### config.mk
export PLATFORM = sky130hd
export DESIGN_NAME = inst_fetch_queue_flat
export DESIGN_NICKNAME = d
export VERILOG_FILES = /design/src/rtl/inst_fetch_queue_if.sv /design/src/rtl/inst_fetch_queue.sv /design/src/flat_wrapper.sv
export SDC_FILE = /design/constraint.sdc
export NUM_CORES = 1
export LEC_CHECK = 0
export BUFFER_PORTS_ARGS = -buffer_cell sky130_fd_sc_hd__buf_2
export CORE_UTILIZATION = 40
export DETAILED_ROUTE_END_ITERATION = 10
export GPL_ROUTABILITY_DRIVEN = 0
export HOLD_SLACK_MARGIN = 0.02
export RECOVER_POWER = 100
export SYNTH_ARGS = -nofsm -noshare
export SYNTH_HDL_FRONTEND = slang
export SYNTH_SLANG_ARGS = --single-unit
export TNS_END_PERCENT = 1
### constraint.sdc
create_clock -name clk_in -period 13.65 [get_ports clk_in]
set_clock_uncertainty 0.2 [all_clocks]
set_input_delay 0 -clock clk_in [delete_from_list [all_inputs] [get_ports clk_in]]
set_output_delay 0 -clock clk_in [all_outputs]
set_load 0.01 [all_outputs]
### src/rtl/inst_fetch_queue_if.sv
// ---------------------------------------------------------------------------
// inst_fetch_queue_if
//   Memory-side and issue-side signal bundle of the instruction fetch queue.
//   master : the fetch queue (drives requests, presents queue head)
//   slave  : the environment (memory controller + issue stage)
//
//   _mem_req/_mem_addr      fetch request, level, address = fetch PC
//   _mem_busy               memory cannot accept a request this cycle
//   _mem_valid/_mem_inst    one-cycle response strobe + instruction word
//   _inst_valid/_inst/...   queue head (instruction, its PC, predicted next PC)
//   _inst_ready             issue accepts the head this cycle
//   _queue_count            occupied queue entries
// ---------------------------------------------------------------------------
interface inst_fetch_queue_if #(
   parameter int ADDR_WIDTH  = 32,
   parameter int QUEUE_DEPTH = 4
);
   localparam int CNT_W = $clog2(QUEUE_DEPTH) + 1;

   logic                  _mem_req;
   logic [ADDR_WIDTH-1:0] _mem_addr;
   logic                  _mem_busy;
   logic                  _mem_valid;
   logic [31:0]           _mem_inst;
   logic                  _inst_valid;
   logic [31:0]           _inst;
   logic [ADDR_WIDTH-1:0] _inst_addr;
   logic [ADDR_WIDTH-1:0] _inst_pred_pc;
   logic                  _inst_ready;
   logic [CNT_W-1:0]      _queue_count;

   modport master (
      output _mem_req, _mem_addr, _inst_valid, _inst, _inst_addr, _inst_pred_pc, _queue_count,
      input  _mem_busy, _mem_valid, _mem_inst, _inst_ready
   );

   modport slave (
      input  _mem_req, _mem_addr, _inst_valid, _inst, _inst_addr, _inst_pred_pc, _queue_count,
      output _mem_busy, _mem_valid, _mem_inst, _inst_ready
   );
endinterface

### src/rtl/inst_fetch_queue.sv
// ---------------------------------------------------------------------------
// inst_fetch_queue
//   Instruction fetch unit between the memory controller and the issue stage.
//   Keeps at most one fetch request outstanding and buffers returned words in
//   a QUEUE_DEPTH-entry FIFO. Stops fetching after a JALR until the ROB
//   redirects with _clear; a flush discards any in-flight response.
//
//   Optional feature macro: FETCH_JAL_PREDICT_EN
//     defined   : a returned JAL steers fetch to its target at fetch time and
//                 the entry's predicted PC carries that target
//     undefined : every non-JALR word continues at PC+4
//
// Ports
//   clk_in        system clock, rising edge
//   rst_in        asynchronous active-high reset
//   rdy_in        global pause; low freezes all state and masks
//                 _mem_req / _inst_valid
//   _clear        flush queue and redirect fetch (highest priority)
//   _redirect_pc  new fetch PC, sampled with _clear
//   bus           inst_fetch_queue_if.master (memory + issue handshakes)
// ---------------------------------------------------------------------------
module inst_fetch_queue #(
   parameter int                    QUEUE_DEPTH = 4,
   parameter int                    ADDR_WIDTH  = 32,
   parameter logic [ADDR_WIDTH-1:0] RESET_PC    = '0
) (
   input  logic                  clk_in,
   input  logic                  rst_in,
   input  logic                  rdy_in,
   input  logic                  _clear,
   input  logic [ADDR_WIDTH-1:0] _redirect_pc,
   inst_fetch_queue_if.master    bus
);

   localparam int         PTR_W   = $clog2(QUEUE_DEPTH);
   localparam int         CNT_W   = PTR_W + 1;
   localparam logic [6:0] OP_JALR = 7'b1100111;
`ifdef FETCH_JAL_PREDICT_EN
   localparam logic [6:0] OP_JAL  = 7'b1101111;
`endif

   typedef enum logic [1:0] {
      S_IDLE,   // may request
      S_WAIT,   // request accepted, awaiting its response
      S_DROP,   // flushed request still in flight, response is discarded
      S_HOLD    // JALR fetched, wait for redirect
   } state_t;

   typedef struct packed {
      logic [31:0]           inst;
      logic [ADDR_WIDTH-1:0] addr;
      logic [ADDR_WIDTH-1:0] pred;
   } entry_t;

   state_t                state_q, state_d;
   logic [ADDR_WIDTH-1:0] fetch_pc_q;
   logic [ADDR_WIDTH-1:0] req_addr_q;
   logic [PTR_W-1:0]      head_q, tail_q;
   logic [CNT_W-1:0]      count_q;
   entry_t                queue_q [QUEUE_DEPTH];

   logic                  not_full;
   logic                  mem_req;
   logic                  accept;
   logic                  push;
   logic                  pop;
   logic                  resp_jalr;
   logic                  q_nonempty;
   logic [ADDR_WIDTH-1:0] next_pc;
   entry_t                head;

   // ------------------------------------------------------------------------
   // Handshake decode. _clear masks request, push and pop; rdy_in low masks
   // everything so the whole unit freezes.
   // ------------------------------------------------------------------------
   assign q_nonempty = (count_q != '0);
   assign not_full   = (count_q < CNT_W'(QUEUE_DEPTH));
   assign mem_req    = !rst_in && rdy_in && !_clear && (state_q == S_IDLE) && not_full;
   assign accept     = mem_req && !bus._mem_busy;
   assign push       = rdy_in && !_clear && (state_q == S_WAIT) && bus._mem_valid;
   assign pop        = rdy_in && !_clear && q_nonempty && bus._inst_ready;
   assign resp_jalr  = (bus._mem_inst[6:0] == OP_JALR);

   // Predicted next fetch PC for the returning word; addition wraps
   // modulo 2^ADDR_WIDTH.
`ifdef FETCH_JAL_PREDICT_EN
   logic [ADDR_WIDTH-1:0] jal_imm;
   assign jal_imm = ADDR_WIDTH'($signed({bus._mem_inst[31], bus._mem_inst[19:12],
                                         bus._mem_inst[20], bus._mem_inst[30:21], 1'b0}));

   always_comb begin
      next_pc = req_addr_q + ADDR_WIDTH'(4);
      if (bus._mem_inst[6:0] == OP_JAL)
         next_pc = req_addr_q + jal_imm;
   end
`else
   always_comb begin
      next_pc = req_addr_q + ADDR_WIDTH'(4);
   end
`endif

   // ------------------------------------------------------------------------
   // Control FSM
   // ------------------------------------------------------------------------
   always_ff @(posedge clk_in or posedge rst_in) begin
      if (rst_in)
         state_q <= S_IDLE;
      else
         state_q <= state_d;
   end

   always_comb begin
      state_d = state_q;
      if (rdy_in) begin
         if (_clear) begin
            // A request still awaiting its response must have that response
            // swallowed, otherwise it would be taken as the answer to the
            // first request at the redirect PC. This also holds when already
            // in DROP and flushed again.
            if ((state_q == S_WAIT || state_q == S_DROP) && !bus._mem_valid)
               state_d = S_DROP;
            else
               state_d = S_IDLE;
         end else begin
            case (state_q)
               S_IDLE:  if (accept)                   state_d = S_WAIT;
               S_WAIT:  if (bus._mem_valid)           state_d = resp_jalr ? S_HOLD : S_IDLE;
               S_DROP:  if (bus._mem_valid)           state_d = S_IDLE;
               S_HOLD:                                state_d = S_HOLD;
               default:                               state_d = S_IDLE;
            endcase
         end
      end
   end

   // ------------------------------------------------------------------------
   // Fetch PC, request address and FIFO. Pointers wrap naturally because
   // QUEUE_DEPTH is a power of two. A push can never hit a full queue: a
   // request is only raised with room for its response.
   // ------------------------------------------------------------------------
   always_ff @(posedge clk_in or posedge rst_in) begin
      if (rst_in) begin
         fetch_pc_q <= RESET_PC;
         req_addr_q <= '0;
         head_q     <= '0;
         tail_q     <= '0;
         count_q    <= '0;
         for (int i = 0; i < QUEUE_DEPTH; i++)
            queue_q[i] <= '0;
      end else if (rdy_in) begin
         if (_clear) begin
            fetch_pc_q <= _redirect_pc;
            head_q     <= '0;
            tail_q     <= '0;
            count_q    <= '0;
         end else begin
            if (accept)
               req_addr_q <= fetch_pc_q;
            if (push) begin
               queue_q[tail_q] <= '{inst: bus._mem_inst, addr: req_addr_q, pred: next_pc};
               tail_q          <= tail_q + 1'b1;
               fetch_pc_q      <= next_pc;
            end
            if (pop)
               head_q <= head_q + 1'b1;
            if (push && !pop)
               count_q <= count_q + 1'b1;
            else if (pop && !push)
               count_q <= count_q - 1'b1;
         end
      end
   end

   // ------------------------------------------------------------------------
   // Outputs: head fields come straight from storage and read as zero when
   // the queue is empty; no bypass from the incoming response.
   // ------------------------------------------------------------------------
   assign head = q_nonempty ? queue_q[head_q] : '0;

   assign bus._mem_req      = mem_req;
   assign bus._mem_addr     = fetch_pc_q;
   assign bus._inst_valid   = rdy_in && q_nonempty;
   assign bus._inst         = head.inst;
   assign bus._inst_addr    = head.addr;
   assign bus._inst_pred_pc = head.pred;
   assign bus._queue_count  = count_q;

endmodule

### src/flat_wrapper.sv
// flat-port wrapper written by rule: the top's interface ports become plain ports
module inst_fetch_queue_flat 
#(
   parameter int                    QUEUE_DEPTH = 4,
   parameter int                    ADDR_WIDTH  = 32,
   parameter logic [ADDR_WIDTH-1:0] RESET_PC    = '0
)
  (clk_in, rst_in, rdy_in, _clear, _redirect_pc, bus__mem_req, bus__mem_addr, bus__inst_valid, bus__inst, bus__inst_addr, bus__inst_pred_pc, bus__queue_count, bus__mem_busy, bus__mem_valid, bus__mem_inst, bus__inst_ready);
  inst_fetch_queue_if #(.ADDR_WIDTH(ADDR_WIDTH), .QUEUE_DEPTH(QUEUE_DEPTH)) bus_i ();
  input  logic clk_in;
  input  logic rst_in;
  input  logic rdy_in;
  input  logic _clear;
  input  logic [ADDR_WIDTH-1:0] _redirect_pc;
  output wire logic [$bits(bus_i._mem_req)-1:0] bus__mem_req;
  output wire logic [$bits(bus_i._mem_addr)-1:0] bus__mem_addr;
  output wire logic [$bits(bus_i._inst_valid)-1:0] bus__inst_valid;
  output wire logic [$bits(bus_i._inst)-1:0] bus__inst;
  output wire logic [$bits(bus_i._inst_addr)-1:0] bus__inst_addr;
  output wire logic [$bits(bus_i._inst_pred_pc)-1:0] bus__inst_pred_pc;
  output wire logic [$bits(bus_i._queue_count)-1:0] bus__queue_count;
  input wire logic [$bits(bus_i._mem_busy)-1:0] bus__mem_busy;
  input wire logic [$bits(bus_i._mem_valid)-1:0] bus__mem_valid;
  input wire logic [$bits(bus_i._mem_inst)-1:0] bus__mem_inst;
  input wire logic [$bits(bus_i._inst_ready)-1:0] bus__inst_ready;
  assign bus__mem_req = bus_i._mem_req;
  assign bus__mem_addr = bus_i._mem_addr;
  assign bus__inst_valid = bus_i._inst_valid;
  assign bus__inst = bus_i._inst;
  assign bus__inst_addr = bus_i._inst_addr;
  assign bus__inst_pred_pc = bus_i._inst_pred_pc;
  assign bus__queue_count = bus_i._queue_count;
  assign bus_i._mem_busy = bus__mem_busy;
  assign bus_i._mem_valid = bus__mem_valid;
  assign bus_i._mem_inst = bus__mem_inst;
  assign bus_i._inst_ready = bus__inst_ready;
  inst_fetch_queue #(.QUEUE_DEPTH(QUEUE_DEPTH), .ADDR_WIDTH(ADDR_WIDTH), .RESET_PC(RESET_PC)) u_core (.clk_in(clk_in), .rst_in(rst_in), .rdy_in(rdy_in), ._clear(_clear), ._redirect_pc(_redirect_pc), .bus(bus_i));
endmodule
=== Word-level counts from Yosys, hierarchy flattened ===
Index checks and enable logic that the tools add are counted.

* Muxes and demuxes: 23
* Equality and inequality tests: 7
* Order comparisons: 4
* Add/sub/neg operators: 5
* Bitwise logic cells: 3
* Reduce and logical (&&, ||, !) cells: 33

{| class="wikitable"
|+ Operator list
! cell !! count
|-
| 384-bit bitwise mux || 1
|-
| 96-bit 2-to-1 mux || 4
|-
| 96-bit binary-select mux with 2-bit select || 1
|-
| 96-bit demux with 2-bit select || 1
|-
| 32-bit 2-to-1 mux || 2
|-
| 32-bit by 3-bit adder with 32-bit output (second input constant) || 1
|-
| 2-bit 2-to-1 mux || 10
|-
| 1-bit logical AND || 15
|-
| 3-bit 2-to-1 mux || 3
|-
| 2-bit one-hot mux with 4 select lines || 1
|-
| 7-bit equality test (second input constant) || 1
|-
| 3-bit >= comparator (second input constant) || 2
|-
| 1-bit zero test || 6
|-
| 3-bit != test (second input constant) || 2
|-
| 2-bit NOT with 3-bit output || 2
|-
| 2-bit AND reduction || 3
|-
| 3-bit AND reduction || 2
|-
| 3-bit nonzero test || 2
|-
| 2-bit by 1-bit adder with 2-bit output (second input constant) || 2
|-
| 2-bit equality test (second input constant) || 2
|-
| 4-bit AND reduction || 1
|-
| 2-bit nonzero test || 2
|-
| 3-bit by 1-bit adder with 3-bit output (second input constant) || 1
|-
| 3-bit by 1-bit < comparator with 1-bit output (second input constant) || 1
|-
| 7 further kinds || 7
|}

* Word-level logic and storage cells: 93
* Input port bits: 71
* Register bits after elaboration: 457

=== Depth between registers and ports, before layout ===
Gate-level depths: netlist of run 1.

* Word-level depth: 9
* Depth in mapped cells: 11

=== Worst setup path after synthesis of run 1 ===
OpenSTA, ideal clock, no wires.

* Path type: input to register
* Start point: in rst_in
* End point: reg u_core.state_q[1]
* Arrival time: 11.353 ns
* Stages: 6
* Buffers on the path: 1
* Slack: 1.972 ns
* Path through: inv_1 and4_1 nand2b_1 buf_2 a31o_1 mux2_4

* Longest elaborated chain between the ends: 8

{| class="wikitable"
|+ RTL lines
! item !! line !! RTL
|-
| start: declaration || flat_wrapper.sv:11 || <nowiki>input logic rst_in;</nowiki>
|-
| 1-bit zero test || inst_fetch_queue.sv:78 || <nowiki>assign mem_req = !rst_in && rdy_in && !_clear && (state_q == S_IDLE) && not_full;</nowiki>
|-
| 1-bit logical AND (4 in series) || inst_fetch_queue.sv:78 ||
|-
| via bus__mem_req || flat_wrapper.sv:15 || <nowiki>output wire logic [$bits(bus_i._mem_req)-1:0] bus__mem_req;</nowiki>
|-
| 1-bit logical AND || inst_fetch_queue.sv:79 || <nowiki>assign accept = mem_req && !bus._mem_busy;</nowiki>
|-
| 3-bit by 2-bit != test with 1-bit output (no source line) || n/a ||
|-
| 4-bit AND reduction (no source line) || n/a ||
|-
| end signal: assignment || inst_fetch_queue.sv:109 || <nowiki>state_q <= state_d;</nowiki>
|-
| end: declaration || inst_fetch_queue.sv:55 || <nowiki>state_t state_q, state_d;</nowiki>
|}

The timed path passes the listed nets, and every way through them passes these cells.
A chain may end at the register's enable or synchronous reset.

=== Final worst setup path of run 1 ===
* Start point: in _clear
* End point: reg u_core.queue_q[127] in the netlist's numbering

* Longest elaborated chain between the ends: 5
* Elaborated cells on any way between the ends: 6

{| class="wikitable"
|+ RTL lines
! item !! line !! RTL
|-
| start: declaration || flat_wrapper.sv:13 || <nowiki>input logic _clear;</nowiki>
|-
| 1-bit zero test || inst_fetch_queue.sv:80 || <nowiki>assign push = rdy_in && !_clear && (state_q == S_WAIT) && bus._mem_valid;</nowiki>
|-
| 1-bit logical AND (3 in series) || inst_fetch_queue.sv:80 ||
|-
| 3-bit AND reduction (no source line) * || n/a ||
|-
| end signal: indexed assignment || inst_fetch_queue.sv:160 || <nowiki>queue_q[tail_q] <= '{inst: bus._mem_inst, addr: req_addr_q, pred: next_pc};</nowiki>
|-
| end: declaration || inst_fetch_queue.sv:60 || <nowiki>entry_t queue_q [QUEUE_DEPTH];</nowiki>
|}

Every way passes the cells marked *; elsewhere a longest branch is shown, timed or not.

==> flow_summary.toml, run 1 <==
[timing]
tightest_slew_ns = 5.059
finalCriticalPeriod_ns = 7.911
fmax_mhz = 126.4
rsz0062_at_grt = "no"
slew_viol_final = 1110
slew_headroom = -2.381
hold_viol_final = 0
finalCritPeriodShare = 0.5796
setup_ws_ns = 5.739
fin_hold_ws_ns = 0.04652
setup_viol = 0
tns_ns = 0

[logic_synthesis]
syn_inst = 1719
synth_fa_ha_area_frac = 0.006412
syn_area_um2 = 20680
syn_area_per_cell_um2 = 12.03
ys_seq_area_frac = 0.5432
yosys_warnings = 0
synth_edf_count = 0
synth.area.mux_share = 0.2253
synth-compound-area-share = 0.05541
synth_top_family_by_area = "multiplexers"
synthSimpleGateAreaFrac = 0.1256
synthFlopType = "dfrtp_1"
yosys_register_bits = 449
synth-xor-area-share = 0.009739
synth.distinct_cells = 54
synthesis.nets = 1800
async_reset_ff_frac = 1.000

[hold_path]
hp-class = "in -> reg"

[detailed_routing]
postRouteWirelength_um = 56390
drtIter0Drc = 1003
vias_per_cell = 5.332
ant_nets = 0
vias = 14420
drc = 0
firstDrtPassIters = 5
wire_per_inst_um = 20.85

[placed_design]
dpl.cell_count = 2477
placed_cell_area_um2 = 22070
numPortBuffers = 203
dp_slack_ns = 10.18
dp_hpwl_um = 35130

[power_and_ir_drop]
p_switching_mw = 1.266
leakage_nw = 11.80
power_frac_seq = 0.433
sw_frac_of_total = 0.3255
pwr-share-clk = 0.353
p_per_area_nw_per_um2 = 155.7
power.total_mw = 3.888
pwr-share-comb = 0.214
peakVddDrop_mv = 0.08884
p_int_mw = 2.623

[clock_tree]
cts_tree = "yes"
clock_sinks = 449
root_buffer = "clkbuf_16"
post_cts_buffers = 0
numCtsBuffers = 48
htreeDepth = 2
clkLatencyLatePin_ns = 0.59
clk_pin_slew_ns = 0.06
cts_buffer_depth = 3

[layout]
layout_commonest_cell = "dfrtp_1"
finalNonFillerCells = 2705
fin_area_um2 = 24970
fin_nets = 2076
fill_cells = 4518
drive_gt1_frac = 0.2677
area_growth_pct = 20.72
final_cell_mix = "dfrtp_1 (448), nand2_1 (351), mux2_2 (221), o21ai_0 (171), dlygate4sd3_1 (140)"
finalCoreUtilization = 0.4937

[floorplanning]
design.core.area_um2 = 50580
die_area_um2 = 52620
fp.dieW_um = 229.4
num_rows = 82
fp.dieH_um = 229.4
ioPinCount = 204
start_util = 0.4089

[global_route]
grt_pass1_wl_um = 89070
grt_remaining_overflow = 0
grt_antenna_before_repair = 2
track_usage = 0.2187
grt_pass1_vias = 14930
grt_max_degree = 126

[run_status]
violations = "max-capacitance violations, max-slew violations"
status = "complete, but fails checks"

[setup_path]
critPathMaxFanout = 88
critPathArrivalTime_ns = 7.99
startpoint_type = "input port"
cp.required_ns = 13.73
crit_type = "in -> reg"
end_kind = "flop"

[run]
drv_cap = 17
[metal layers]
metal | part of all wire | vias to the layer above | GRT usage
li1 | - | 6547 | -
met1 | 0.46 | 7441 | 0.3063
met2 | 0.47 | 366 | 0.3493
met3 | 0.053 | 66 | 0.04308
met4 | 0.018 | 2 | 0.05313
met5 | 0.00023 | - | 0
[cell usage after synthesis (all sizes together), types with 2 or more instances]
cell type,n,area [um^2]
nand2,352,1331
inv,16,60.06
nand4b,3,26.28
xor2,15,131.4
buf,83,456.7
o22ai,7,43.79
nor2,18,67.56
a21oi,16,80.08
ha,9,112.6
o21ai,172,860.8
a21boi,2,15.01
nor2b,4,25.02
xnor2,8,70.07
mux2,222,2504
and4,7,61.31
clkbuf,51,192.7
mux2i,4,40.04
o31ai,3,22.52
nand3,18,95.09
nand4,16,106.4
a32oi,3,26.28
nand3b,2,15.01
and2,100,625.6
nor4,4,61.31
nor3,6,30.03
mux4,94,2117
o21bai,2,15.01
dfrtp,449,11240
or3,4,25.02
o31a,2,17.52
nor3b,5,42.54
a31oi,2,12.51
and3,10,62.56
[power by group through the flow]
stage,logic [mW],clock network (mW),registers [mW]
global placement,0.788,0,1.70
CTS,0.848,1.40,1.68
floorplan,0.586,0,1.57
finish,0.831,1.37,1.69
detailed placement,0.797,0,1.71
global route,0.909,1.45,1.71
[worst paths after layout]
check | cells past startpoint | start | endpoint | slack (ns)
setup / recovery | 7 | _clear | u_core.queue_q[127]$_DFFE_PP0P_ | 5.74
hold / removal | 3 | bus__mem_inst[28] | u_core.queue_q[188]$_DFFE_PP0P_ | 0.05
setup reg to reg | 6 | u_core.state_q[1]$_DFFE_PP0P_ | u_core.queue_q[127]$_DFFE_PP0P_ | 7.02
hold reg to reg | 2 | u_core.queue_q[291]$_DFFE_PP0P_ | u_core.queue_q[291]$_DFFE_PP0P_ | 0.27
max in group asynchronous | 5 | rst_in | u_core.head_q[0]$_DFFE_PP0P_ | 6.34
min in group asynchronous | 4 | rst_in | u_core.queue_q[230]$_DFFE_PP0P_ | 1.50
[critical path, stage by stage]
cell	delay, ns
dlygate4sd3_1	0.52
buf_2	0.10
clkbuf_1	1.77
and4b_1	0.43
nand2_1	1.47
clkbuf_1	3.22
o21ai_0	0.41
[flip-flops by register name, summed over array words and instances (netlist names)]
register,cells
u_core.state_q,2
u_core.queue_q,376
u_core.head_q,2
u_core.bus._queue_count,3
u_core.bus._mem_addr,32
u_core.req_addr_q,32
u_core.tail_q,2
[repair_timing]
action                                  4_1_cts  5_1_grt
endpoints found under the setup margin        0        0
gates resized for setup                       0        0
hold buffers                                140        0
endpoints found under the hold margin       252        0
[cell families (layout without fill, tap and decap cells)]
group	Yosys count	in the layout
flops	449	449
simple gates	552	552
mux	320	320
buf+inv	150	463
compound gates	215	215
other cells	0	1
fa+ha+maj	10	10
xor+xnor	23	23
[final cells by class]
type                    instances  area, um^2  area share
clock buffers                  76        1509     0.06043
diodes                          1       2.502   0.0001002
inverters                      16       61.31    0.002455
flip-flops and latches        449       11240      0.4501
clock inverters                11       168.9    0.006764
repair buffers                360        2419     0.09685
well taps                     672       840.8     0.03367
multi-input cells            1120        8731      0.3496
Power figures use the tool's default switching activity.
==> run 2: changes to the inputs <==
==> constraint.sdc (replaced) <==
create_clock -name clk_in -period 7 [get_ports clk_in]
set_clock_uncertainty 0.2 [all_clocks]
set_input_delay 0 -clock clk_in [delete_from_list [all_inputs] [get_ports clk_in]]
set_output_delay 0 -clock clk_in [all_outputs]
set_load 0.01 [all_outputs]
==> run 2 against run 1 <==
  * The flow still finishes with violations (max-capacitance violations, max-slew violations)
  * Clock power increased by 82%
  * Sequential power grew 97%
  * Wire length shrank 1.5%
  * Register-to-register slack lost 4.1 ns
  * Count of clock-buffer cells in the layout is 2 lower
  * Critical path type unchanged
==> flow_summary.toml, run 2 (synthesis gave the netlist of run 1 again) <==
[timing]
tightest_slew_ns = 2.491
finalCriticalPeriod_ns = 4.998
setup_ws_ns = 2.002
slew_viol_final = 310
finalCritPeriodShare = 0.7140
slew_headroom = -0.6610
rsz0062_at_grt = "no"
fmax_mhz = 200.1
setup_viol = 0
hold_viol_final = 0

[global_route]
grt_max_degree = 205
grt_pass1_wl_um = 87660
grt_remaining_overflow = 0
grt_pass1_vias = 14710
track_usage = 0.2140
grt_antenna_before_repair = 4

[setup_path]
cp.required_ns = 7.31
critical_path_buf_inv_count = 5
critPathLaunch = "_clear"
startpoint_type = "input port"
end_kind = "flop"
critPathMaxStageDelay_ns = 1.75
crit_type = "in -> reg"
critPathArrivalTime_ns = 5.31
critPathMaxFanout = 53
crit_family = "buffers and inverters"
r2r-start = "u_core.state_q[1]$_DFFE_PP0P_"
crit_chain = "dlygate4sd3_1 > buf_2 > clkbuf_1 > a21o_1 > and2_0 > o22ai_1 > dlygate4sd3_1 > a21oi_1 > dlygate4sd3_1"
worst_r2r_endpoint = "u_core.queue_q[290]$_DFFE_PP0P_"
cpMostUsedCell = "dlygate4sd3_1"
reg2regPathDepth = 7
cpMaxStageDelayCell = "clkbuf_1"
r2r_setup_slack_ns = 2.89

[clock_tree]
clock_sinks = 449
numCtsBuffers = 47
htreeDepth = 2
cts_tree = "yes"
clk_pin_slew_ns = 0.06
clkLatencyLatePin_ns = 0.57
root_buffer = "clkbuf_16"
cts_buffer_depth = 3

[layout]
regArea_um2 = 11240
drive_gt1_frac = 0.2743
final_cell_mix = "dfrtp_1 (447), nand2_1 (347), mux2_2 (221), o21ai_0 (171), buf_2 (133)"
fin_area_um2 = 24610
fin_nets = 2043
largest_reg_flops = 376
top_register = "u_core.queue_q"
multi_input_area_um2 = 8770
fill_cells = 4520
layout_commonest_cell = "dfrtp_1"
area_growth_pct = 18.99

[detailed_routing]
drc = 0
vias_per_cell = 5.368
firstDrtPassIters = 5
ant_nets = 0
postRouteWirelength_um = 55540
vias = 14340
wire_per_inst_um = 20.79
drtIter0Drc = 1071

[floorplanning]
design.core.area_um2 = 50580
fp.dieW_um = 229.4
fp.dieH_um = 229.4
start_util = 0.4089
num_rows = 82
die_area_um2 = 52620
ioPinCount = 204

[run_status]
violations = "max-capacitance violations, max-slew violations"
status = "complete, but fails checks"

[placed_design]
placed_cell_area_um2 = 22060
numPortBuffers = 203
dp_hpwl_um = 34440
dp_slack_ns = 3.511

[run]
drv_cap = 6

[hold_path]
worstHoldStart = "bus__mem_inst[20]"
hold_end = "u_core.queue_q[372]$_DFFE_PP0P_"
min_path_cells = 4
hp-class = "in -> reg"

[power_and_ir_drop]
p_per_area_nw_per_um2 = 300.0
peakVddDrop_mv = 0.1491
leakage_nw = 11.68
[run 2: changes by cell type in the layout (fill, tap and decap cells not counted), moves of 3 or more]
cell	previous run	this run
dlygate4sd3_1	140	111
nand2_1	351	347
buf_4	6	9
nand2_4	0	3
clkbuf_1	89	85
clkbuf_8	16	12
[run 2: through the flow]
stage,cells,util,total power [mW],hold slack [ns],TNS [ns]
final,2671,0.4866,7.383,0.03670,0
after global routing,2671,0.4866,7.737,0.04896,0
after floorplan,1719,-,4.198,-0.09456,-65.77
after CTS,2670,0.4887,7.460,0.02316,0
after detailed placement,2474,0.4361,4.864,0.04339,0
after global placement,2474,0.4361,4.824,0.03526,0
[run 2: routing by layer]
layer | vias to the layer above | wire, um | track usage
li1 | 6479 | - | -
met1 | 7393 | 25780 | 0.3097
met4 | 2 | 1365 | 0.06583
met3 | 79 | 2663 | 0.03262
met2 | 386 | 25720 | 0.3312
met5 | - | 13 | 0
[run 2: what timing repair did]
action | CTS | global route
gates resized for setup | 0 | 0
hold buffers | 111 | 0
buffers inserted | 0 | 0
endpoints found under the hold margin | 210 | 0
setup endpoints to repair | 0 | 0
[run 2: worst max-delay path by stage]
stage / to / slack [ns] / cells past startpoint
after floorplan: u_core.req_addr_q[10]$_DFFE_PP0P_ / -1.93 / 6
after global placement: u_core.queue_q[169]$_DFFE_PP0P_ / 3.59 / 6
after CTS: bus__inst_pred_pc[0] / 3.17 / 4
final: u_core.bus._mem_addr[31]$_DFFE_PP0P_ / 2.00 / 9
after global routing: u_core.bus._mem_addr[31]$_DFFE_PP0P_ / 1.74 / 9
after detailed placement: u_core.queue_q[191]$_DFFE_PP0P_ / 3.51 / 6
[run 2: tightest hold or removal path, stage by stage]
cell and delay [ns]:
dlygate4sd3_1 0.53, buf_2 0.14, nand2_1 0.05, nand2_1 0.05
[run 2: where the power goes]
group | total [mW] | internal, mW | switching (mW)
Combinational | 1.55 | 0.628 | 0.922
Sequential | 3.33 | 2.84 | 0.485
Clock | 2.50 | 1.48 | 1.02
Total | 7.38 | 4.95 | 2.43
[run 2: cell type report]
| type | instances | area share |
|---|---|---|
| clock buffer | 74 | 0.05851 |
| clock inverter | 11 | 0.004474 |
| tap | 672 | 0.03416 |
| timing repair buffer | 328 | 0.08713 |
| multi-input combinational | 1120 | 0.3563 |
| antenna | 1 | 0.0001017 |
| sequential | 449 | 0.4568 |
| inverter | 16 | 0.002491 |
==> run 3: changes to the inputs <==
==> constraint.sdc (replaced) <==
create_clock -name clk_in -period 4.3 [get_ports clk_in]
set_clock_uncertainty 0.2 [all_clocks]
set_input_delay 0 -clock clk_in [delete_from_list [all_inputs] [get_ports clk_in]]
set_output_delay 0 -clock clk_in [all_outputs]
set_load 0.01 [all_outputs]
==> run 3 against run 2 <==
  * The run still ends with max-capacitance violations, max-slew violations left
  * Total power is 67% higher
  * Setup slack worse by 1.5 ns
  * Largest power group unchanged
  * Register-to-register slack worse by 2.3 ns
  * Highest routed layer unchanged
==> flow_summary.toml, run 3 (synthesis gave the netlist of run 1 again) <==
[timing]
rsz0062_at_grt = "no"
finalCriticalPeriod_ns = 3.758
slew_viol_final = 463
tightest_slew_ns = 2.306
slew_headroom = -0.5376
setup_viol = 0
hold_viol_final = 0
fmax_mhz = 266.1
finalCritPeriodShare = 0.8740
setup_ws_ns = 0.5420

[power_and_ir_drop]
p_per_area_nw_per_um2 = 496.6
leakage_nw = 11.78
peakVddDrop_mv = 0.3068
power.total_mw = 12.36

[floorplanning]
die_area_um2 = 52620
design.core.area_um2 = 50580
fp.dieH_um = 229.4
num_rows = 82
start_util = 0.4089
ioPinCount = 204
fp.dieW_um = 229.4

[detailed_routing]
firstDrtPassIters = 5
ant_nets = 0
drc = 0
drtIter0Drc = 1088
vias = 14430
wire_per_inst_um = 21.21
vias_per_cell = 5.363
postRouteWirelength_um = 57070

[clock_tree]
post_cts_resized = 0
cts_buffer_depth = 3
clk_pin_slew_ns = 0.06
root_buffer = "clkbuf_16"
cts_tree = "yes"
htreeDepth = 2
clock_sinks = 449
post_cts_buffers = 0
clkLatencyLatePin_ns = 0.59
ctsHoldBuffers = 122
numCtsBuffers = 46

[run_status]
violations = "max-capacitance violations, max-slew violations"
status = "complete, but fails checks"

[setup_path]
critPathMaxFanout = 53
startpoint_type = "flop"
end_kind = "flop"
cp.required_ns = 4.57
critPathArrivalTime_ns = 4.03
crit_type = "reg -> reg"

[placed_design]
numPortBuffers = 203
dp_hpwl_um = 36320
dp_slack_ns = 1.258

[layout]
drive_gt1_frac = 0.2725
largest_reg_flops = 376
top_register = "u_core.queue_q"
layout_commonest_cell = "dfrtp_1"
fin_nets = 2064
finalCoreUtilization = 0.4919
area_growth_pct = 20.29
final_cell_mix = "dfrtp_1 (447), nand2_1 (347), mux2_2 (219), o21ai_0 (172), buf_2 (129)"

[hold_path]
hp-class = "in -> reg"

[global_route]
track_usage = 0.2218
grt_pass1_vias = 15080
grt_pass1_wl_um = 90330
grt_antenna_before_repair = 3
grt_max_degree = 169
grt_remaining_overflow = 0

[run]
drv_cap = 7
==> run 3: cell types whose count changed in the layout (fill, tap and decap cells not counted), moves of 4 or more <==
cell	previous run	this run
and2_0	61	55
and2_1	39	45
buf_2	133	129
bufinv_16	2	6
clkbuf_2	2	7
clkbuf_8	12	18
dlygate4sd3_1	111	122
==> run 3: final timing paths <==
check	slack [ns]	from	cells past startpoint	to
worst max-delay path	0.54	u_core.state_q[1]$_DFFE_PP0P_	6	u_core.queue_q[152]$_DFFE_PP0P_
worst min-delay path	0.04	bus__mem_inst[7]	4	u_core.queue_q[359]$_DFFE_PP0P_
worst max register to register	0.54	u_core.state_q[1]$_DFFE_PP0P_	6	u_core.queue_q[152]$_DFFE_PP0P_
worst min register to register	0.27	u_core.queue_q[355]$_DFFE_PP0P_	2	u_core.queue_q[355]$_DFFE_PP0P_
max in group asynchronous	1.02	rst_in	5	u_core.queue_q[196]$_DFFE_PP0P_
min in group asynchronous	0.92	rst_in	4	u_core.queue_q[159]$_DFFE_PP0P_
==> run 3: routing by layer <==
| metal | vias to the layer above | GRT usage | routed length [um] | part of all wire |
|---|---|---|---|---|
| met1 | 7458 | 0.3172 | 26360 | 0.46 |
| met2 | 376 | 0.3461 | 26470 | 0.46 |
| li1 | 6513 | - | - | - |
| met3 | 80 | 0.04133 | 3016 | 0.053 |
| met4 | 4 | 0.05938 | 1211 | 0.021 |
| met5 | - | 0 | 16 | 0.00028 |
==> run 3: cell type report <==
class	instances	area, um^2
Fill cell	4503	25700
Antenna cell	1	2.502
Sequential cell	449	11240
Clock buffer	71	1489
Clock inverter	12	212.7
Inverter	16	61.31
Tap cell	672	840.8
Multi-Input combinational cell	1120	8712
Timing Repair Buffer	350	2322
==> run 3: through the flow <==
step	hold slack [ns]	TNS, ns	area, um^2	instances
6_report	0.03867	0	24880	2691
3_5_place_dp	0.04340	0	22180	2485
3_3_place_gp	0.03319	0	22180	2485
5_1_grt	0.03731	0	24880	2690
2_1_floorplan	-0.09456	-1033.73	20700	1719
4_1_cts	0.02294	0	25100	2690
==> run 3: power breakdown <==
group | switching, mW | total (mW) | internal (mW)
combinational | 1.57 | 2.59 | 1.02
sequential | 0.736 | 5.37 | 4.63
clock | 1.67 | 4.40 | 2.73
==> run 3: critical path, stage by stage, from the launching register on <==
cell      delay [ns]
dfrtp_1         0.39
inv_1           0.09
ha_1            0.25
and4b_1         0.38
nand2_2         0.95
clkbuf_1        0.94
mux2_2          0.42
